### config.mk
export PLATFORM = sky130hd
export DESIGN_NAME = fetch_stage
export DESIGN_NICKNAME = d
export VERILOG_FILES = /design/src/rtl/fetch_stage.sv
export SDC_FILE = /design/constraint.sdc
export NUM_CORES = 1
export LEC_CHECK = 0
export BUFFER_PORTS_ARGS = -buffer_cell sky130_fd_sc_hd__buf_2
export CAP_MARGIN = 15
export CORE_ASPECT_RATIO = 2
export CORE_MARGIN = 4
export CORE_UTILIZATION = 42
export DETAILED_ROUTE_END_ITERATION = 7
export HOLD_SLACK_MARGIN = 0.02
export PLACE_DENSITY = 0.76
export SKIP_LAST_GASP = 1
export SYNTH_ARGS = -nofsm -noshare
export SYNTH_HDL_FRONTEND = slang
export SYNTH_SLANG_ARGS = --single-unit
### constraint.sdc
create_clock -name clk -period 3.2 [get_ports clk]
set_input_delay 0.64 -clock clk [delete_from_list [all_inputs] [get_ports clk]]
set_output_delay 0.64 -clock clk [all_outputs]
set_load 0.02 [all_outputs]
### src/rtl/fetch_stage.sv
// Instruction fetch stage: PC sequencing, miss/redirect handling and decoded register addresses.
// Optional performance counters are enabled by defining FETCH_PERF_EN.
module fetch_stage #(
  parameter logic [31:0] RESET_PC = 32'h0000_0000
) (
  input  logic        clk,
  input  logic        rst,
  input  logic        stall,
  input  logic        data_hazard,
  input  logic        jump_taken,
  input  logic [31:0] jump_target,
  output logic        imem_req,
  output logic [31:0] imem_addr,
  input  logic        imem_ready,
  input  logic [31:0] imem_rdata,
  output logic [31:0] instr,
  output logic [31:0] instr_pc,
  output logic        instr_valid,
  output logic [4:0]  a0,
  output logic [4:0]  a1,
  output logic [4:0]  a2,
  output logic [31:0] fetch_count,
  output logic [31:0] miss_count
);

  localparam logic [31:0] NOP = 32'h0000_0013;

  typedef enum logic [1:0] {RUN, MISS, REDIRECT} state_t;

  state_t      state_reg, state_next;
  logic [31:0] pc_reg;
  logic [31:0] instr_reg;
  logic [31:0] instr_pc_reg;
  logic        instr_valid_reg;

  logic hold, redirect, accept, miss;
  logic jt_low_unused;

  assign hold          = stall | data_hazard;
  // A stalled pipeline cannot take the redirect; execute keeps jump_taken asserted.
  assign redirect      = jump_taken & ~stall;
  assign accept        = imem_req & imem_ready & ~hold & ~jump_taken;
  assign miss          = imem_req & ~imem_ready & ~hold & ~jump_taken;
  assign jt_low_unused = ^jump_target[1:0];

  always_ff @(posedge clk or posedge rst) begin
    if (rst) state_reg <= RUN;
    else     state_reg <= state_next;
  end

  always_comb begin
    state_next = state_reg;
    if (redirect) begin
      state_next = REDIRECT;
    end else if (!hold) begin
      case (state_reg)
        REDIRECT: state_next = RUN;
        default:  state_next = imem_ready ? RUN : MISS;
      endcase
    end
  end

  always_comb begin
    imem_req  = (state_reg != REDIRECT);
    imem_addr = pc_reg;
  end

  always_ff @(posedge clk or posedge rst) begin
    if (rst) begin
      pc_reg          <= RESET_PC;
      instr_reg       <= NOP;
      instr_pc_reg    <= RESET_PC;
      instr_valid_reg <= 1'b0;
    end else if (redirect) begin
      pc_reg          <= {jump_target[31:2], 2'b00};
      instr_valid_reg <= 1'b0;
    end else if (accept) begin
      instr_reg       <= imem_rdata;
      instr_pc_reg    <= pc_reg;
      instr_valid_reg <= 1'b1;
      pc_reg          <= pc_reg + 32'd4;
    end else if (miss) begin
      instr_valid_reg <= 1'b0;
    end
  end

  assign instr       = instr_reg;
  assign instr_pc    = instr_pc_reg;
  assign instr_valid = instr_valid_reg;

  // Branches and stores have no destination register, so a2 is suppressed for them.
  always_comb begin
    a0 = 5'd0;
    a1 = 5'd0;
    a2 = 5'd0;
    if (instr_valid_reg) begin
      a0 = instr_reg[19:15];
      a1 = instr_reg[24:20];
      if (instr_reg[6:0] != 7'b1100011 && instr_reg[6:0] != 7'b0100011)
        a2 = instr_reg[11:7];
    end
  end

`ifdef FETCH_PERF_EN
  logic [31:0] fetch_count_reg, miss_count_reg;

  always_ff @(posedge clk or posedge rst) begin
    if (rst) begin
      fetch_count_reg <= 32'd0;
      miss_count_reg  <= 32'd0;
    end else begin
      if (accept)                  fetch_count_reg <= fetch_count_reg + 32'd1;
      if (imem_req && !imem_ready) miss_count_reg  <= miss_count_reg + 32'd1;
    end
  end

  assign fetch_count = fetch_count_reg;
  assign miss_count  = miss_count_reg;
`else
  assign fetch_count = 32'd0;
  assign miss_count  = 32'd0;
`endif

endmodule

==> results.md, run 1 <==
- Status: complete, no violations
- Synth Cell Area: 0.00497 mm^2
- Die H: 162 um
- Top FF cell, synth: dfrtp_1
- P&R area growth vs syn: 22.2%
- Max VDD drop: 0.297 mV
- Vias in the first global route: 4,267
- WS Path Type: flop to primary output
- TritonCTS clock tree: yes
- Synth cell types: 50
- DIE AREA: 0.0137 mm^2
- I/O pin count: 247
- Site Rows: 56
- Clk pin slew, worst setup/hold paths: 70 ps
- Clock sinks: 95
- Dpl hpwl: 10,100 um
- Reg2reg start: imem_addr[14]$_DFFE_PP0P_
- Worst rel slew slack: 0.448
- First-pass GRT wire length: 21,900 um
- Ys async rst share: 1.00
- GRT met1 Usage: 0.219
- Busiest grt layer: met2
- CP required: 2560 ps
- Post-Place Cells: 889
- Post-synth EDFFs: 0
- Worst Skew: 12.2 ps
- CP Launch Type: flop
- Final Setup Violations: 0
- PwrDens: 661 mW/mm^2
- # H-tree levels: 3
- Setup WS post-layout: 858 ps
- Final hold slack: 449 ps
- DRC: 0
- DP Area: 0.00575 mm^2
- Fmax: 427 MHz
- Max Slew Vio Count: 0
- DR WL/cell: 15.1 um
- Total global routing overflow: 0
- Register area share after synthesis: 0.479
- Min cycle time layout: 2340 ps
- RD Place Congestion: 0.826
- Share of layout cells above drive strength 1: 0.282
- Hold buffers post-CTS: 0
- Nets: 826
- Crit path DAT: 1700 ps
- Leak: 3.32 nW
- TNS Setup: 0 ps
- FF+latch count, synth: 95
- Clock latency on the worst-skew pair: 340 ps
- RSZ-0062 raised after global routing: no
- Ys Warns: 0
- Placeable Area: 0.0116 mm^2
- Initial drt markers: 208
- Pin count of the biggest net entering global routing: 94
- Worst-margin pin slew: 825 ps
- Area of the multi-input gates: 0.00220 mm^2
- Place WS: 848 ps
- Syn Area/Cell: 8.42 um^2
- Final std cells w/o fill: 907
- Max FFs per register: 32
- Utilization after layout: 0.522
- Final antenna-violating net count: 0
- Post-Syn Instances: 590
- Drt pass-1 iters: 4
- DR vias: 4,402
- Final hold vios: 0
- # Max-Cap Violations: 0
- Initial antenna violation count: 2
- Register area: 0.00238 mm^2
- Tcrit/Tclk final: 0.732
- Die X: 84.9 um
- Post-CTS Resized: 0
- Met3 usage: 0.0294
- Initial Util: 0.427
- CP startpoint: instr[3]$_DFFE_PP0P_
- Clk buf depth: 2
- Final Instance Area: 0.00607 mm^2
- Total power: 4.01 mW
- GRT Util Overall: 0.199
- R2R Setup Slk: 980 ps
- Fillers: 1,156
- Hold Crit Class: input pin to async pin
- Num CTS Buffers: 9
- Port Buffers: 176
- Setup Fix Bufs, Post-CTS: 0
- Critical Path Fanout Max: 5
- Crit end category: primary output
- Met2 GRT Util: 0.362
- Root Buffer: clkbuf_16
- Critical R2R Capture: imem_addr[30]$_DFFE_PP0P_
- WL final: 13,700 um
- Via density: 4.85
- Worst reg2reg path depth: 5
[worst max-delay path: stages, from the launching register on]
cell	delay [ps]
dfrtp_1	400
nor4b_1	390
a31oi_1	220
and2_1	200
buf_2	150
[cell families (layout without fill, tap and decap cells)]
| kind of cell | after synthesis | in the layout | share of synthesized area |
|---|---|---|---|
| muxes | 1 | 1 | 0.00201 |
| adders and majority gates | 1 | 1 | 0.00252 |
| AOI/OAI and AO/OA | 61 | 61 | 0.0786 |
| DFF | 95 | 95 | 0.479 |
| and+or+nand+nor | 321 | 321 | 0.295 |
| other | 1 | 70 | 0.000755 |
| buffers and inverters | 103 | 206 | 0.130 |
| xor gates and xnor gates | 7 | 7 | 0.0123 |
[power by group]
group | leakage (nW) | switching, mW | total [mW] | internal [mW]
clock network | 0.156 | 0.463 | 1.12 | 0.656
logic | 1.97 | 0.800 | 1.18 | 0.376
registers | 1.19 | 0.233 | 1.72 | 1.48
total | 3.32 | 1.50 | 4.01 | 2.52
[cell type report]
class                      count  share of cell area
timing repair buffer         183               0.158
clock inverter                 5              0.0107
antenna                        2            0.000825
multi-input combinational    459               0.362
sequential                    95               0.392
inverter                       7             0.00474
clock buffer                  11              0.0416
tap                          145              0.0299
[cell usage in the layout, fill, tap and decap left out, drive strengths merged, types with 4 or more instances in the layout]
cell and count:
a21oi 9, a221o 4, a31oi 4, and2 17, and3 6, buf 183
clkbuf 11, conb 68, dfrtp 92, inv 8, nand2 215, nand3 19
nand4 13, nor2 23, nor3 4, nor4 4, o211ai 7, o21ai 24
or4 7, xor2 6
[per-layer routing]
metal / part of all wire / up-vias
li1: - / 2141
met1: 0.35 / 2051
met2: 0.56 / 196
met3: 0.070 / 14
met4: 0.026 / 0
met5: 0 / -
[worst max-delay path by stage]
stage / end / slack [ps]
finish: a2[3] / 860
global route: a2[3] / 730
CTS: a2[3] / 810
detailed placement: imem_addr[6]$_DFFE_PP0P_ / 850
global placement: imem_addr[4]$_DFFE_PP0P_ / 900
floorplan: imem_addr[10]$_DFFE_PP0P_ / 90
[Yosys cell counts, types with 2 or more instances]
master	count	area [um^2]
buf_1	6	22.5
a221o_1	4	40.0
nor4_1	3	18.8
xor2_1	6	52.6
a31oi_1	4	25.0
o211ai_1	7	52.6
and2_1	16	100
inv_1	7	26.3
nor3_1	4	20.0
nor2_1	23	86.3
nand4_1	11	68.8
nand2_1	215	807
dfrtp_1	92	2300
buf_4	68	510
buf_2	2	10.0
o21ai_0	24	120
or3_1	2	12.5
clkbuf_1	19	71.3
a21oi_1	9	45.0
nand3_2	2	20.0
a32oi_1	3	26.3
dfstp_2	3	78.8
o21bai_1	2	15.0
or4_1	7	52.6
and3_1	6	37.5
nand3_1	17	85.1
nand2b_1	2	12.5
nand4b_1	2	17.5
a22oi_1	3	22.5
(Power assumes the default switching activity.)
==> run 2, diff against run 1 <==
==> constraint.sdc (replaced) <==
create_clock -name clk -period 2 [get_ports clk]
set_input_delay 0.4 -clock clk [delete_from_list [all_inputs] [get_ports clk]]
set_output_delay 0.4 -clock clk [all_outputs]
set_load 0.02 [all_outputs]
==> run 2 against run 1 <==
Clock power is 56% higher. Non-clock buffer count is 34 higher. Wire length is 4.0% higher. Clock-buffer cell count is 1 lower. Setup slack worse by 830 ps. Flip-flop and latch count stayed put. Core utilization is 3.1 points higher. Hold slack worse by 370 ps. Critical endpoint is now a2[4]. Largest power group unchanged.
==> results.md, run 2 (same netlist as run 1, synthesis figures left out) <==
- # Max-Cap Violations: 0 (unchanged)
- Vias in the first global route: 4,434 (+3.9%)
- Pin count of the biggest net entering global routing: 46 (-51%)
- Clock latency on the worst-skew pair: 340 ps (about the same)
- CP required: 1600 ps (-960 ps)
- Drt pass-1 iters: 6 (+2)
- Worst Skew: 9.58 ps (-2.60 ps)
- Root Buffer: clkbuf_16
- Hold Crit Class: input pin to async pin
- Placeable Area: 0.0116 mm^2 (unchanged)
- Via density: 4.85 (about the same)
- Num CTS Buffers: 9 (unchanged)
- Critical Path Fanout Max: 5 (unchanged)
- Initial drt markers: 212 (+1.9%)
- DRC: 0 (unchanged)
- RSZ-0062 raised after global routing: yes
- Most frequent cells in the layout: 215 x nand2_1, 171 x buf_2, 91 x dfrtp_1
- Final Setup Violations: 0 (unchanged)
- Place WS: 79.6 ps (-768 ps)
- Clk buf depth: 2 (unchanged)
- Initial Util: 0.427 (unchanged)
- Max FFs per register: 32 (unchanged)
- Initial antenna violation count: 1 (-1)
- Port Buffers: 176 (unchanged)
- Total global routing overflow: 0 (unchanged)
- Leak: 3.50 nW (+5.4%)
- Fmax: 508 MHz
- Final Instance Area: 0.00643 mm^2 (+6.0%)
- R2R Setup Slk: 100 ps (-880 ps)
- Clk pin slew, worst setup/hold paths: 70 ps (about the same)
- GRT Util Overall: 0.204 (+0.00484)
- First-pass GRT wire length: 22,400 um (+2.1%)
- Max VDD drop: 0.499 mV (+68%)
- RD Place Congestion: 0.839 (+1.5%)
- Critical R2R Capture: imem_addr[23]$_DFFE_PP0P_
- Reg2reg start: imem_addr[11]$_DFFE_PP0P_
- CP Launch Type: flop
- Clock sinks: 95 (unchanged)
- Nets: 860 (+4.1%)
- DR vias: 4,568 (+3.8%)
- Die H: 162 um (unchanged)
- DP Area: 0.00604 mm^2 (+5.1%)
- DR WL/cell: 15.2 um (+0.26%)
- DIE AREA: 0.0137 mm^2 (unchanged)
- Site Rows: 56 (unchanged)
- Die X: 84.9 um (unchanged)
- WS Path Type: flop to primary output
- Min cycle time layout: 1970 ps
- Crit end category: primary output
- Most common cell after layout, fill and taps aside: nand2_1
- Setup WS post-layout: 30.1 ps (-828 ps)
- TritonCTS clock tree: yes
- Worst reg2reg path depth: 6 (+1)
- I/O pin count: 247 (unchanged)
- PwrDens: 1020 mW/mm^2 (+54%)
- P&R area growth vs syn: 29.5%
- Hold buffers post-CTS: 0 (unchanged)
- Final antenna-violating net count: 0 (unchanged)
- Dpl hpwl: 10,800 um (+7.2%)
- Status: complete, no violations
- Crit path DAT: 1570 ps (-130 ps)
- Share of layout cells above drive strength 1: 0.324 (+0.0421)
- WL final: 14,300 um (+4.0%)
- # H-tree levels: 3 (unchanged)
- Tcrit/Tclk final: 0.985
- Final hold vios: 0 (unchanged)
- Max Slew Vio Count: 0 (unchanged)
[run 2: layer usage]
| metal | part of all wire | track usage |
|---|---|---|
| met5 | 0 | 0 |
| met3 | 0.061 | 0.0254 |
| met2 | 0.55 | 0.377 |
| met1 | 0.36 | 0.226 |
| met4 | 0.033 | 0.0965 |
[run 2: worst max-delay path by stage]
stage	start	to	slack [ps]	cells past startpoint
2_1_floorplan	imem_addr[4]$_DFFE_PP0P_	imem_addr[31]$_DFFE_PP0P_	50	5
6_report	instr[2]$_DFFE_PP0P_	a2[4]	30	4
3_5_place_dp	stall	imem_addr[29]$_DFFE_PP0P_	80	7
5_1_grt	instr[2]$_DFFE_PP0P_	a2[0]	-50	4
3_3_place_gp	stall	imem_addr[23]$_DFFE_PP0P_	90	6
4_1_cts	instr[2]$_DFFE_PP0P_	a2[2]	30	4
[run 2: report_power, final]
| group | switching, mW | internal [mW] |
|---|---|---|
| combinational | 1.39 | 0.704 |
| sequential | 0.318 | 2.38 |
| clock | 0.744 | 1.01 |
[run 2: critical path, cell delays in order (launching register included)]
cell     delay [ps]
dfrtp_2         430
nor4b_4         340
a31oi_4         160
and2_4          170
buf_6           120
[run 2: repair_timing]
item / CTS / global route
resized for setup: 3 / 18
endpoints found under the setup margin: 5 / 6
pin swaps: 1 / 7
setup buffers: 0 / 0
[run 2: final cells by class]
cell class                 instances  area, um^2
multi-input combinational        459        2240
inverter                           7        30.0
fill                            1099        5200
clock inverter                     6        67.6
antenna                            2        5.00
timing repair buffer             217        1280
clock buffer                      10         239
sequential                        95        2380
tap                              145         181
[run 2: through the flow]
| stage | setup TNS (ps) | power, mW | cells | hold WS (ps) | util |
|---|---|---|---|---|---|
| after floorplan | 0 | 4.02 | 657 | 454 | - |
| final | 0 | 6.54 | 941 | 74.6 | 0.553 |
| after CTS | 0 | 6.58 | 939 | 81.6 | 0.548 |
| after global placement | 0 | 4.74 | 923 | 431 | 0.519 |
| after detailed placement | 0 | 4.79 | 923 | 449 | 0.519 |
| after global routing | -249 | 6.92 | 940 | 108 | 0.553 |
